--- config.mk ---
export PLATFORM = sky130hd
export DESIGN_NAME = fft_frame_ctrl
export DESIGN_NICKNAME = d
export VERILOG_FILES = /design/src/rtl/fft_frame_ctrl.sv
export SDC_FILE = /design/constraint.sdc
export NUM_CORES = 1
export LEC_CHECK = 0
export CELL_PAD_IN_SITES_DETAIL_PLACEMENT = 1
export CELL_PAD_IN_SITES_GLOBAL_PLACEMENT = 2
export CORE_MARGIN = 5
export CORE_UTILIZATION = 32
export CTS_CLUSTER_DIAMETER = 120
export DETAILED_ROUTE_END_ITERATION = 6
export PLACE_DENSITY = 0.75
export SYNTH_ARGS = -nofsm -noshare
export SYNTH_HDL_FRONTEND = slang
export SYNTH_SLANG_ARGS = --single-unit
--- constraint.sdc ---
create_clock -name clk -period 12 [get_ports clk]
set_input_delay 1.2 -clock clk [delete_from_list [all_inputs] [get_ports clk]]
set_output_delay 1.2 -clock clk [all_outputs]
set_load 0.01 [all_outputs]
--- src/rtl/fft_frame_ctrl.sv ---
// Frame sequencer around a pipelined N-point FFT core: assembles a serial frame,
// launches it as one parallel word, waits out the core latency, then drains the result serially.
module fft_frame_ctrl #(
  parameter int DATA_WIDTH   = 16,
  parameter int N_POINT      = 16,
  parameter int CORE_LATENCY = 4
) (
  input  logic                  clk,
  input  logic                  rst_n,
  input  logic [DATA_WIDTH-1:0] s_data,
  input  logic                  s_valid,
  output logic                  s_ready,
  output logic [DATA_WIDTH-1:0] core_x [N_POINT],
  input  logic [DATA_WIDTH-1:0] core_y [N_POINT],
  output logic [DATA_WIDTH-1:0] m_data,
  output logic                  m_valid,
  input  logic                  m_ready,
  output logic                  m_last,
  output logic                  busy
);

  localparam int IDX_W = (N_POINT > 1) ? $clog2(N_POINT) : 1;
  localparam int CNT_W = $clog2(CORE_LATENCY + 2);
  localparam logic [IDX_W-1:0] LAST_IDX = IDX_W'(N_POINT - 1);
  localparam logic [CNT_W-1:0] LAT_LOAD = CNT_W'(CORE_LATENCY);

  typedef enum logic {
    FILL,
    FULL
  } in_state_t;

  typedef enum logic [1:0] {
    IDLE,
    WAIT,
    DRAIN
  } out_state_t;

  in_state_t  in_state, in_next;
  out_state_t out_state, out_next;

  logic [DATA_WIDTH-1:0] in_buf  [N_POINT];
  logic [DATA_WIDTH-1:0] out_buf [N_POINT];
  logic [IDX_W-1:0]      wr_idx;
  logic [IDX_W-1:0]      rd_idx;
  logic [CNT_W-1:0]      lat_cnt;

  logic s_fire;
  logic m_fire;
  logic launch;
  logic capture;

  always_comb begin
    launch  = (in_state == FULL) && (out_state == IDLE);
    capture = (out_state == WAIT) && (lat_cnt == '0);
    s_fire  = s_valid && s_ready;
    m_fire  = m_valid && m_ready;
  end

  // State registers
  always_ff @(posedge clk) begin
    if (!rst_n) begin
      in_state  <= FILL;
      out_state <= IDLE;
    end else begin
      in_state  <= in_next;
      out_state <= out_next;
    end
  end

  // Next-state logic
  always_comb begin
    in_next = in_state;
    unique case (in_state)
      FILL: if (s_fire && (wr_idx == LAST_IDX)) in_next = FULL;
      FULL: if (launch) in_next = FILL;
    endcase
  end

  always_comb begin
    out_next = out_state;
    unique case (out_state)
      IDLE:    if (launch) out_next = WAIT;
      WAIT:    if (capture) out_next = DRAIN;
      DRAIN:   if (m_fire && (rd_idx == LAST_IDX)) out_next = IDLE;
      default: out_next = IDLE;
    endcase
  end

  // Outputs; s_ready is gated by rst_n so it reads 0 throughout reset
  always_comb begin
    s_ready = rst_n && (in_state == FILL);
    m_valid = (out_state == DRAIN);
    m_data  = m_valid ? out_buf[rd_idx] : '0;
    m_last  = m_valid && (rd_idx == LAST_IDX);
    busy    = (out_state != IDLE);
  end

  // Index counters, latency counter and the launch register
  always_ff @(posedge clk) begin
    if (!rst_n) begin
      wr_idx  <= '0;
      rd_idx  <= '0;
      lat_cnt <= '0;
      for (int unsigned i = 0; i < N_POINT; i++) core_x[i] <= '0;
    end else begin
      if (launch) begin
        wr_idx <= '0;
      end else if (s_fire) begin
        wr_idx <= wr_idx + IDX_W'(1);
      end

      if (launch) begin
        lat_cnt <= LAT_LOAD;
        for (int unsigned i = 0; i < N_POINT; i++) core_x[i] <= in_buf[i];
      end else if ((out_state == WAIT) && (lat_cnt != '0)) begin
        lat_cnt <= lat_cnt - CNT_W'(1);
      end

      if (capture) begin
        rd_idx <= '0;
      end else if (m_fire) begin
        rd_idx <= rd_idx + IDX_W'(1);
      end
    end
  end

  // Sample buffers carry no reset: every word is rewritten before it is used
  always_ff @(posedge clk) begin
    if (s_fire) in_buf[wr_idx] <= s_data;
  end

  always_ff @(posedge clk) begin
    if (capture) begin
      for (int unsigned i = 0; i < N_POINT; i++) out_buf[i] <= core_y[i];
    end
  end

endmodule

==> results by group <==
Drt
  – WL final: around 94000 um
  – DR iter-0 viols: roughly 1100
  – Remaining antenna violation count: 0
  – Vias: 18100
  – Drt via density: roughly 4.8
  – Avg WL per Cell: ~25 um
  – DRC Markers: 0
  – Detailed Routing Iterations Pass 1: 5

Floorplanning
  – Die area: around 0.093 mm^2
  – I/O pins: roughly 550
  – Core Rows: roughly 110
  – Width of the die: a little over 300 um
  – Die Ht: 305 um
  – Core area: slightly below 0.09 mm^2
  – Initial Util: between 30% and 40%

Yosys
  – Post-Synthesis Cells: around 2000
  – Area leader, netlist: edfxtp_1
  – Synthesized Nets: approximately 2300
  – Most common cell in the netlist: nand2_1
  – #FFs+latches synth: just under 800
  – Cell Area, Synth: approximately 0.028 mm^2
  – Synth top area cells: edfxtp_1 (55%), dfxtp_1 (20%), nand2_1 (7.2%)
  – Number of synthesized flops with an enable pin: around 500
  – Post-synthesis sequential area ratio: 74.8%
  – Post-synth ARST share: 0%
  – Top cell type's share of synthesized area: between 50% and 60%
  – Avg Inst Size Synth: 14.0 um^2
  – Dominant synthesized flop cell: edfxtp_1
  – Netlist cell types: 38
  – Synth warn: 0
  – Most frequent cells after synthesis: nand2_1 (537), edfxtp_1 (512), dfxtp_1 (274)

Pwr
  – Flop pwr share: between 50% and 60%
  – Internal Power: 4.51 mW
  – Overall power: roughly 5.7 mW
  – Peak supply drop: about 120 uV
  – Sw Ratio: 21.2%
  – Total net switching power: about 1.2 mW
  – Pwr/cell area: approximately 150 mW/mm^2
  – Pleak: ~12 nW
  – Clock power share: 46.8%
  – Comb power frac: around 2.7%

CTS
  – CTS root buf: clkbuf_16
  – TritonCTS Buffers: 88
  – Clk pin slew, worst setup/hold paths: approximately 0.060 ns
  – Deepest clock path buffer count: 3
  – CTS Hold Bufs: 0
  – Clock Sinks: about 790
  – CTS H-Tree Depth: 3
  – Post-CTS resize count: 0
  – Post-CTS setup buffers: 0
  – Clk_lat worst skew: between 0.6 and 0.7 ns
  – CTS tree: done

Place
  – IO Port Bufs: around 550
  – Detailed Place HPWL: 62300 um
  – Routability congestion estimate: roughly 0.88
  – DP Worst Slack: 7.03 ns

Worst hold path
  – Worst Hold Class: flop to flop
  – Hold path cells: 2

STA
  – Final hold vios: 0
  – Fin. max-slew vios: 0
  – Final worst slack: roughly 6.5 ns
  – Max Clk Rate: between 150 and 200 MHz
  – Post-layout min period: approximately 5.5 ns
  – Clk_skew: around 0.032 ns
  – Final period util: 46.2%
  – Setup TNS: 0 ns
  – Setup violators final: 0
  – Relative slew margins: roughly 16%
  – Least-Margin Pin Slew: around 1.3 ns
  – RSZ-0062 raised after global routing: no

Global route
  – Initial antenna violation count: 22
  – Largest net degree at the start of global routing: ~210
  – Gr usage total: between 10% and 20%
  – Vias in the first global route: 19200
  – Global-route wire length before repair: roughly 130000 um
  – GRT overflow: 0

Run
  – Max-cap violations: 0

Worst setup path
  – Critical path cell sequence: buf_4 > buf_4 > mux2i_1 > a22oi_1 > nand2_1 > o21ai_1 > clkdlybuf4s50_1
  – Cell mode on critical path: buf_4
  – R2R cell count: 6
  – Max incr delay on CP: around 0.84 ns
  – Worst EP arrival: ~4.3 ns
  – WS Path Type: flop to primary output
  – CP max FO: 55
  – Worst Setup End Kind: primary output
  – Critical path required time: about 11 ns
  – Slowest stage cell, crit path: buf_4
  – CP startpoint kind: flop

Finish
  – Core Util, Final: between 40% and 50%
  – # fillers: 8819
  – Share of cells above drive strength 1: around 7.6%
  – Nets@finish: around 2800
  – Synthesis-to-finish area growth: 34.4%

Outcome
  – Run status: completed
per-stage QoR:
| step | hold slack, ns | std cells | cell area (um^2) |
|---|---|---|---|
| after CTS | 0.466 | 3777 | 37400 |
| after global routing | 0.482 | 3779 | 37500 |
| after detailed placement | 0.458 | 3613 | 34500 |
| after floorplan | 0.468 | 1990 | 27900 |
| final | 0.462 | 3785 | 37500 |
| after global placement | 0.452 | 3613 | 34500 |
area by class of cell:
cell class | count | area, um^2 | share of cell area, %
clock buffer | 118 | 2430 | 6.50
antenna | 8 | 20.0 | 0.0534
multi-input combinational | 1080 | 6430 | 17.2
sequential | 786 | 20900 | 55.7
inverter | 6 | 22.5 | 0.0601
tap | 1155 | 1450 | 3.86
clock inverter | 46 | 469 | 1.25
timing repair buffer | 586 | 5780 | 15.4
worst max-delay path, delay by kind of cell (launching register included):
kind	cells	cell delay (ns)
compound gates	2	0.51
buf+inv	3	2.16
mux	1	0.18
simple gates	1	0.17
flops	1	0.60
power by group through the flow:
stage	clock [mW]	combinational (mW)	sequential [mW]
2_1_floorplan	0	0.0231	2.94
3_3_place_gp	0	0.156	2.94
3_5_place_dp	0	0.159	2.94
4_1_cts	2.75	0.160	2.88
5_1_grt	2.86	0.164	2.88
6_report	2.68	0.156	2.88
per-layer routing:
metal	GRT usage, %	up-vias	wire, um
li1	-	8181	-
met1	23.5	9065	37800
met2	31.9	632	44400
met3	7.31	155	8570
met4	6.07	22	2740
met5	0	-	146
final timing paths:
check	start	slack, ns	end
worst max-delay path	flop	6.46	m_data[2]
worst min-delay path	core_x[11]	0.46	core_x[11]
worst max register to register	out_state[1]	8.45	core_x[37]
worst min register to register	core_x[11]	0.46	core_x[11]
kinds of logic after synthesis:
logic type	Yosys count	share of synthesized area (%)
compound gates	334	8.82
flops	786	74.8
mux	115	4.77
xor+xnor	7	0.220
buf+inv	124	2.35
fa+ha+maj	7	0.314
simple gates	617	8.70
registers in the layout (all words and copies together), names as in the netlist, named ones only:
signal     flops
lat_cnt        3
core_x       256
in_buf       256
out_buf      256
wr_idx         4
in_state       1
out_state      2
rd_idx         4
cell usage in the layout (no fill, tap or decap), types with 2 or more instances in the layout:
cell,instances
nand2_1,536
inv_6,3
buf_12,2
nand2b_1,17
clkinv_2,18
nor2_2,4
bufinv_16,4
clkdlybuf4s50_1,546
inv_1,6
mux2i_1,102
buf_2,4
ha_1,7
and2_1,2
a21oi_1,3
nor2_1,21
o21ai_1,15
o21a_1,3
clkinv_16,4
nand3_1,20
a21boi_0,257
nor3_2,4
dfxtp_1,273
clkbuf_16,88
nor2b_1,3
clkinv_1,10
mux4_2,9
o21ai_0,2
xor2_1,4
xnor2_1,3
edfxtp_1,512
clkbuf_1,18
nor2_4,2
mux4_1,4
clkbuf_8,12
a22oi_1,50
diode_2,8
buf_4,33
clkinvlp_4,4
No activity file was read; power rests on OpenSTA's default activity.
==> RTL edit 1: new RTL, config.mk and constraints unchanged <==
Set the parameter `CORE_LATENCY` to 8 (it was 4).
--- a/src/rtl/fft_frame_ctrl.sv
+++ b/src/rtl/fft_frame_ctrl.sv
@@ -5,3 +5,3 @@
   parameter int N_POINT      = 16,
-  parameter int CORE_LATENCY = 4
+  parameter int CORE_LATENCY = 8
 ) (
Function: no difference found for any inputs over 4 cycles, from zero or initial values and one cycle with rst_n low; that may be too few to reach the edited logic, so the function may still have changed.
==> RTL edit 1 against the unedited design <==
  * Setup slack gained 0.63 ns
  * Design area grew 0.11%
  * Fmax grew 13%
  * Synthesized cell count shrank 0.20%
  * Area after synthesis is essentially flat
  * Largest power group unchanged
  * Worst hold slack gained 0.0015 ns
  * Routed wire length shrank 2.1%
  * Largest cell class unchanged
  * Total power grew 1.6%
  * Combinational power is essentially flat
  * Sequential cell count grew 1
==> RTL edit 1: results (changes against the unedited design) <==
Parameter                              Value

Critical path
  Cell with the largest stage delay on the worst path ... dfxtp_4
  Reg2Reg Setup Slack ... 8.34 ns (-0.11 ns)
  Crit Path Max Fanout ... 43 (-22%)
  Startpoint of the lowest-slack register-to-register path ... out_state[0]$_SDFFE_PN0P_
  Reg2Reg Capture Point ... out_buf[0][0]$_DFFE_PP_

Global routing
  Via count of the first global-routing pass ... 19440 (+1.4%)
  First-pass GRT wire length ... 131.9 mm (-1.1%)
  Initial antenna violation count ... 24 (+9.1%)
  Pin count of the biggest net entering global routing ... 190 (-11%)
  Global router's overall resource usage ... 18.97% (-0.28 points)

Power and ir drop
  Static leakage power ... 11.85 nW (+0.33%)
  Net switching power ... 0.001212 W (+0.11%)
  Power attributed to sequential cells ... 0.00289 W (about the same)
  Sequential fraction of design power ... 49.7% (-0.7 points)
  Maximum vdd ir drop ... 104.2 µV (-10%)

Routing
  Per-cell routed wire length ... 24.33 µm (-1.7%)
  DRC violation total after the first TritonRoute iteration ... 1158 (+1.5%)
  Vias per inst ... 4.769 (about the same)

Layout
  Fraction of layout instances using a drive strength above 1 ... 8.052% (+0.42 points)
  Net total in the final layout ... 2816 (-0.53%)
  Number of filler cells placed in the layout ... 8862 (+0.49%)

Logic synthesis
  Net count after synthesis ... 2268 (-0.22%)
  Seq/Total Area, Yosys ... 74.92% (+0.089 points)
  Most used standard cells in the synthesized netlist ... nand2_1 (528), edfxtp_1 (512), dfxtp_1 (275)
  Post-Synthesis Cells ... 1986 (-0.20%)
  Ranking of synthesized cells by area ... edfxtp_1 (55%), dfxtp_1 (20%), nand2_1 (7.1%)

Placement
  Placement Cell Area ... 34490 µm² (-0.15%)
  Placement-stage worst setup slack ... 7.755 ns (+0.7265 ns)
  Final HPWL DP ... 60.54 mm (-2.8%)

Timing
  Max-slew headroom at the worst pin ... 14.60% (-1.3 points)
  Post-Route Skew ... 0.04648 ns (+0.01415 ns)

Worst hold path
  Hold Path Sink ... core_x[31]$_SDFFE_PN0P_
  Worst hold path startpoint ... core_x[31]$_SDFFE_PN0P_

Run status
  Status ... finished, final reports clean
==> RTL edit 1: changes by cell type in the layout (fill, tap and decap cells not counted), moves of 10 or more <==
cell and change:
a22oi_1 -13, nor2b_1 +10, o31ai_1 +10, nand2b_1 -10, o21ai_1 -15, a22o_1 +10
==> RTL edit 1: worst max-delay path by stage <==
stage	slack [ns]	cells after the start	endpoint
floorplan	5.77	3	out_buf[0][0]$_DFFE_PP_
global placement	7.77	5	m_data[15]
detailed placement	7.75	5	m_data[15]
CTS	7.03	5	m_data[15]
global route	6.98	5	m_data[15]
finish	7.09	5	m_data[15]
==> RTL edit 1: cell families after synthesis <==
logic type | Yosys count | synth area share, %
XOR/XNOR | 7 | 0.2200
flip-flops | 787 | 74.92
buffers and inverters | 129 | 2.249
AO/OA/AOI/OAI | 330 | 8.862
multiplexers | 112 | 4.741
adder cells (fa/ha/maj) | 6 | 0.2694
AND/OR/NAND/NOR | 615 | 8.741
==> RTL edit 1: layout make-up <==
cell class	count	area (µm²)	share of cell area (%)
Sequential cell	787	20880	55.68
Tap cell	1155	1445	3.853
Inverter	6	30.03	0.08006
Antenna cell	6	15.01	0.04003
Multi-Input combinational cell	1070	6419	17.11
Clock inverter	58	681.9	1.818
Timing Repair Buffer	581	5714	15.23
Clock buffer	106	2320	6.185
==> RTL edit 1: layer usage <==
metal | part of all wire, % | routed length [µm] | global-route usage, % | vias up
li1 | - | - | - | 8162
met1 | 40 | 36530 | 22.70 | 9033
met2 | 47 | 43440 | 31.38 | 600
met3 | 9.7 | 8913 | 8.124 | 155
met4 | 2.9 | 2618 | 5.537 | 26
met5 | 0.19 | 178 | 0 | -
==> RTL edit 2: new RTL, same settings <==
Made on the original files. Make the reset (`rst_n`) asynchronous in 2 clocked blocks.
--- a/src/rtl/fft_frame_ctrl.sv
+++ b/src/rtl/fft_frame_ctrl.sv
@@ -59,3 +59,3 @@
   // State registers
-  always_ff @(posedge clk) begin
+  always_ff @(posedge clk or negedge rst_n) begin
     if (!rst_n) begin
@@ -98,3 +98,3 @@
   // Index counters, latency counter and the launch register
-  always_ff @(posedge clk) begin
+  always_ff @(posedge clk or negedge rst_n) begin
     if (!rst_n) begin
Function: no difference found for any inputs over 4 cycles, from zero or initial values and one cycle with rst_n low; that may be too few to reach the edited logic, so the function may still have changed.
==> RTL edit 2 against the unedited design <==
  * Sequential cell count is 4 lower
  * Design area is 1.3% higher
  * Worst hold slack worse by 0.050 ns
  * Setup slack better by 0.10 ns
  * Via count is 2.3% lower
  * Area after synthesis is 0.75% higher
  * Routed wire length hardly changed
  * Largest cell class unchanged
Power is not compared: it rests on default switching activity, and its combinational part moved more than twofold at a synthesized area within 25%.
==> RTL edit 2: results (changes against the unedited design) <==
Parameter                              Value

Logic synthesis
  Proportion of register bits with asynchronous set or reset after synthesis ... 34.53% (+35 points)
  Seq/Total Area, Yosys ... 78.80% (+4.0 points)
  Number of enable flip-flop cells after synthesis ... 512 (unchanged)
  Net count after synthesis ... 2224 (-2.2%)
  Most used standard cells in the synthesized netlist ... nand2_1 (783), edfxtp_1 (512), dfrtp_1 (270)
  Average instance area after synthesis ... 14.47 µm² (+3.3%)
  Ranking of synthesized cells by area ... edfxtp_1 (55%), dfrtp_1 (24%), nand2_1 (10%)
  Synth cell types ... 38 (unchanged)

Routing
  Total wire length after detailed routing ... 93.56 mm (about the same)
  M1 wire length ... 37.45 mm (-0.85%)
  1st-pass router iterations ... 7 (+2)
  DRC violation total after the first TritonRoute iteration ... 1167 (+2.3%)
  Highest metal layer with signal wires ... met5
  Detail Route met2 WL ... 45.15 mm (+1.7%)
  Length of routed met3 wiring ... 8.489 mm (-0.89%)

Global routing
  Met2 usage ... 31.86% (about the same)
  Via count of the first global-routing pass ... 19340 (+0.94%)
  Pin count of the biggest net entering global routing ... 220 (+3.3%)
  Initial antenna violation count ... 25 (+14%)
  First-pass GRT wire length ... 133.8 mm (+0.35%)
  Met3 Use GR ... 7.144% (-0.17 points)
  Global router's overall resource usage ... 19.28% (+0.037 points)
  Met1 Track Usage GR ... 23.85% (+0.38 points)

Layout
  Count of non-filler cells in the finished layout ... 3760 (-0.66%)
  Net total in the final layout ... 2799 (-1.1%)
  Number of filler cells placed in the layout ... 8839 (+0.23%)
  Fraction of layout instances using a drive strength above 1 ... 7.686% (+0.059 points)

Timing
  Max-slew headroom at the worst pin ... 24.56% (+8.7 points)
  Post-Route Skew ... 0.06183 ns (+0.02950 ns)

Clock tree
  Buffer levels on the longest clock path ... 3 (unchanged)
  Cts bufs inserted ... 86 (-2.3%)

Critical path
  Crit path arrival time ... 4.24 ns (-0.10 ns)
  Delay of the slowest cell on the worst path ... 1.06 ns (+0.22 ns)
  Cell with the largest stage delay on the worst path ... dfrtp_4
  Crit Path Max Fanout ... 61 (+11%)

Placement
  Placement Cell Area ... 34770 µm² (+0.67%)
  Routability congestion estimate ... 0.8512 (-3.2%)
  Final HPWL DP ... 61.70 mm (-0.97%)
  Dpl cells ... 3583 (-0.83%)
  Placement-stage worst setup slack ... 7.134 ns (+0.1056 ns)

Power and ir drop
  Static leakage power ... 15.24 nW

Run status
  Status ... finished, final reports clean
## RTL edit 2: kinds of logic after synthesis
logic type / share of synthesized area, %
multiplexers: 4.718
flip-flops: 78.80
AO/OA/AOI/OAI: 1.876
buffers and inverters: 1.960
XOR/XNOR: 0.2495
adder cells (fa/ha/maj): 0.3118
AND/OR/NAND/NOR: 12.08
## RTL edit 2: area by class of cell
cell class | instances | area [µm²] | area share, %
diodes | 16 | 40.04 | 0.1055
clock buffers | 110 | 2375 | 6.259
repair buffers | 580 | 5731 | 15.10
flip-flops and latches | 782 | 22140 | 58.34
multi-input cells | 1061 | 5444 | 14.35
inverters | 5 | 18.77 | 0.04947
well taps | 1155 | 1445 | 3.809
clock inverters | 51 | 752.0 | 1.982
## RTL edit 2: path summary, 6_finish.rpt
kind                                          from                       end  slack [ns]  cells after the start
max                          rd_idx[0]$_DFFE_PN0P_                 m_data[5]        6.56                      6
min                        in_buf[2][12]$_DFFE_PP_   core_x[220]$_DFFE_PN0P_        0.41                      2
max reg2reg                 lat_cnt[0]$_DFFE_PN0P_  out_buf[9][10]$_DFFE_PP_        8.76                      6
min reg2reg                in_buf[2][12]$_DFFE_PP_   core_x[220]$_DFFE_PN0P_        0.41                      2
max in group asynchronous                    rst_n     rd_idx[0]$_DFFE_PN0P_        8.72                      4
min in group asynchronous                    rst_n   core_x[127]$_DFFE_PN0P_        0.42                      1
## RTL edit 2: worst register-to-register path: cells and delay by family (launching register included)
family                     cells  cell delay [ns]
and+or+nand+nor                2             0.32
adders and majority gates      1             0.16
DFF                            1             0.36
buffers and inverters          3             1.93
## RTL edit 2: where the power goes
group	leakage, nW	internal (W)	switching [W]
Sequential	8.28	0.00337	0.000398
Combinational	5.43	0.00115	0.00110
Clock	1.52	0.00172	0.00114
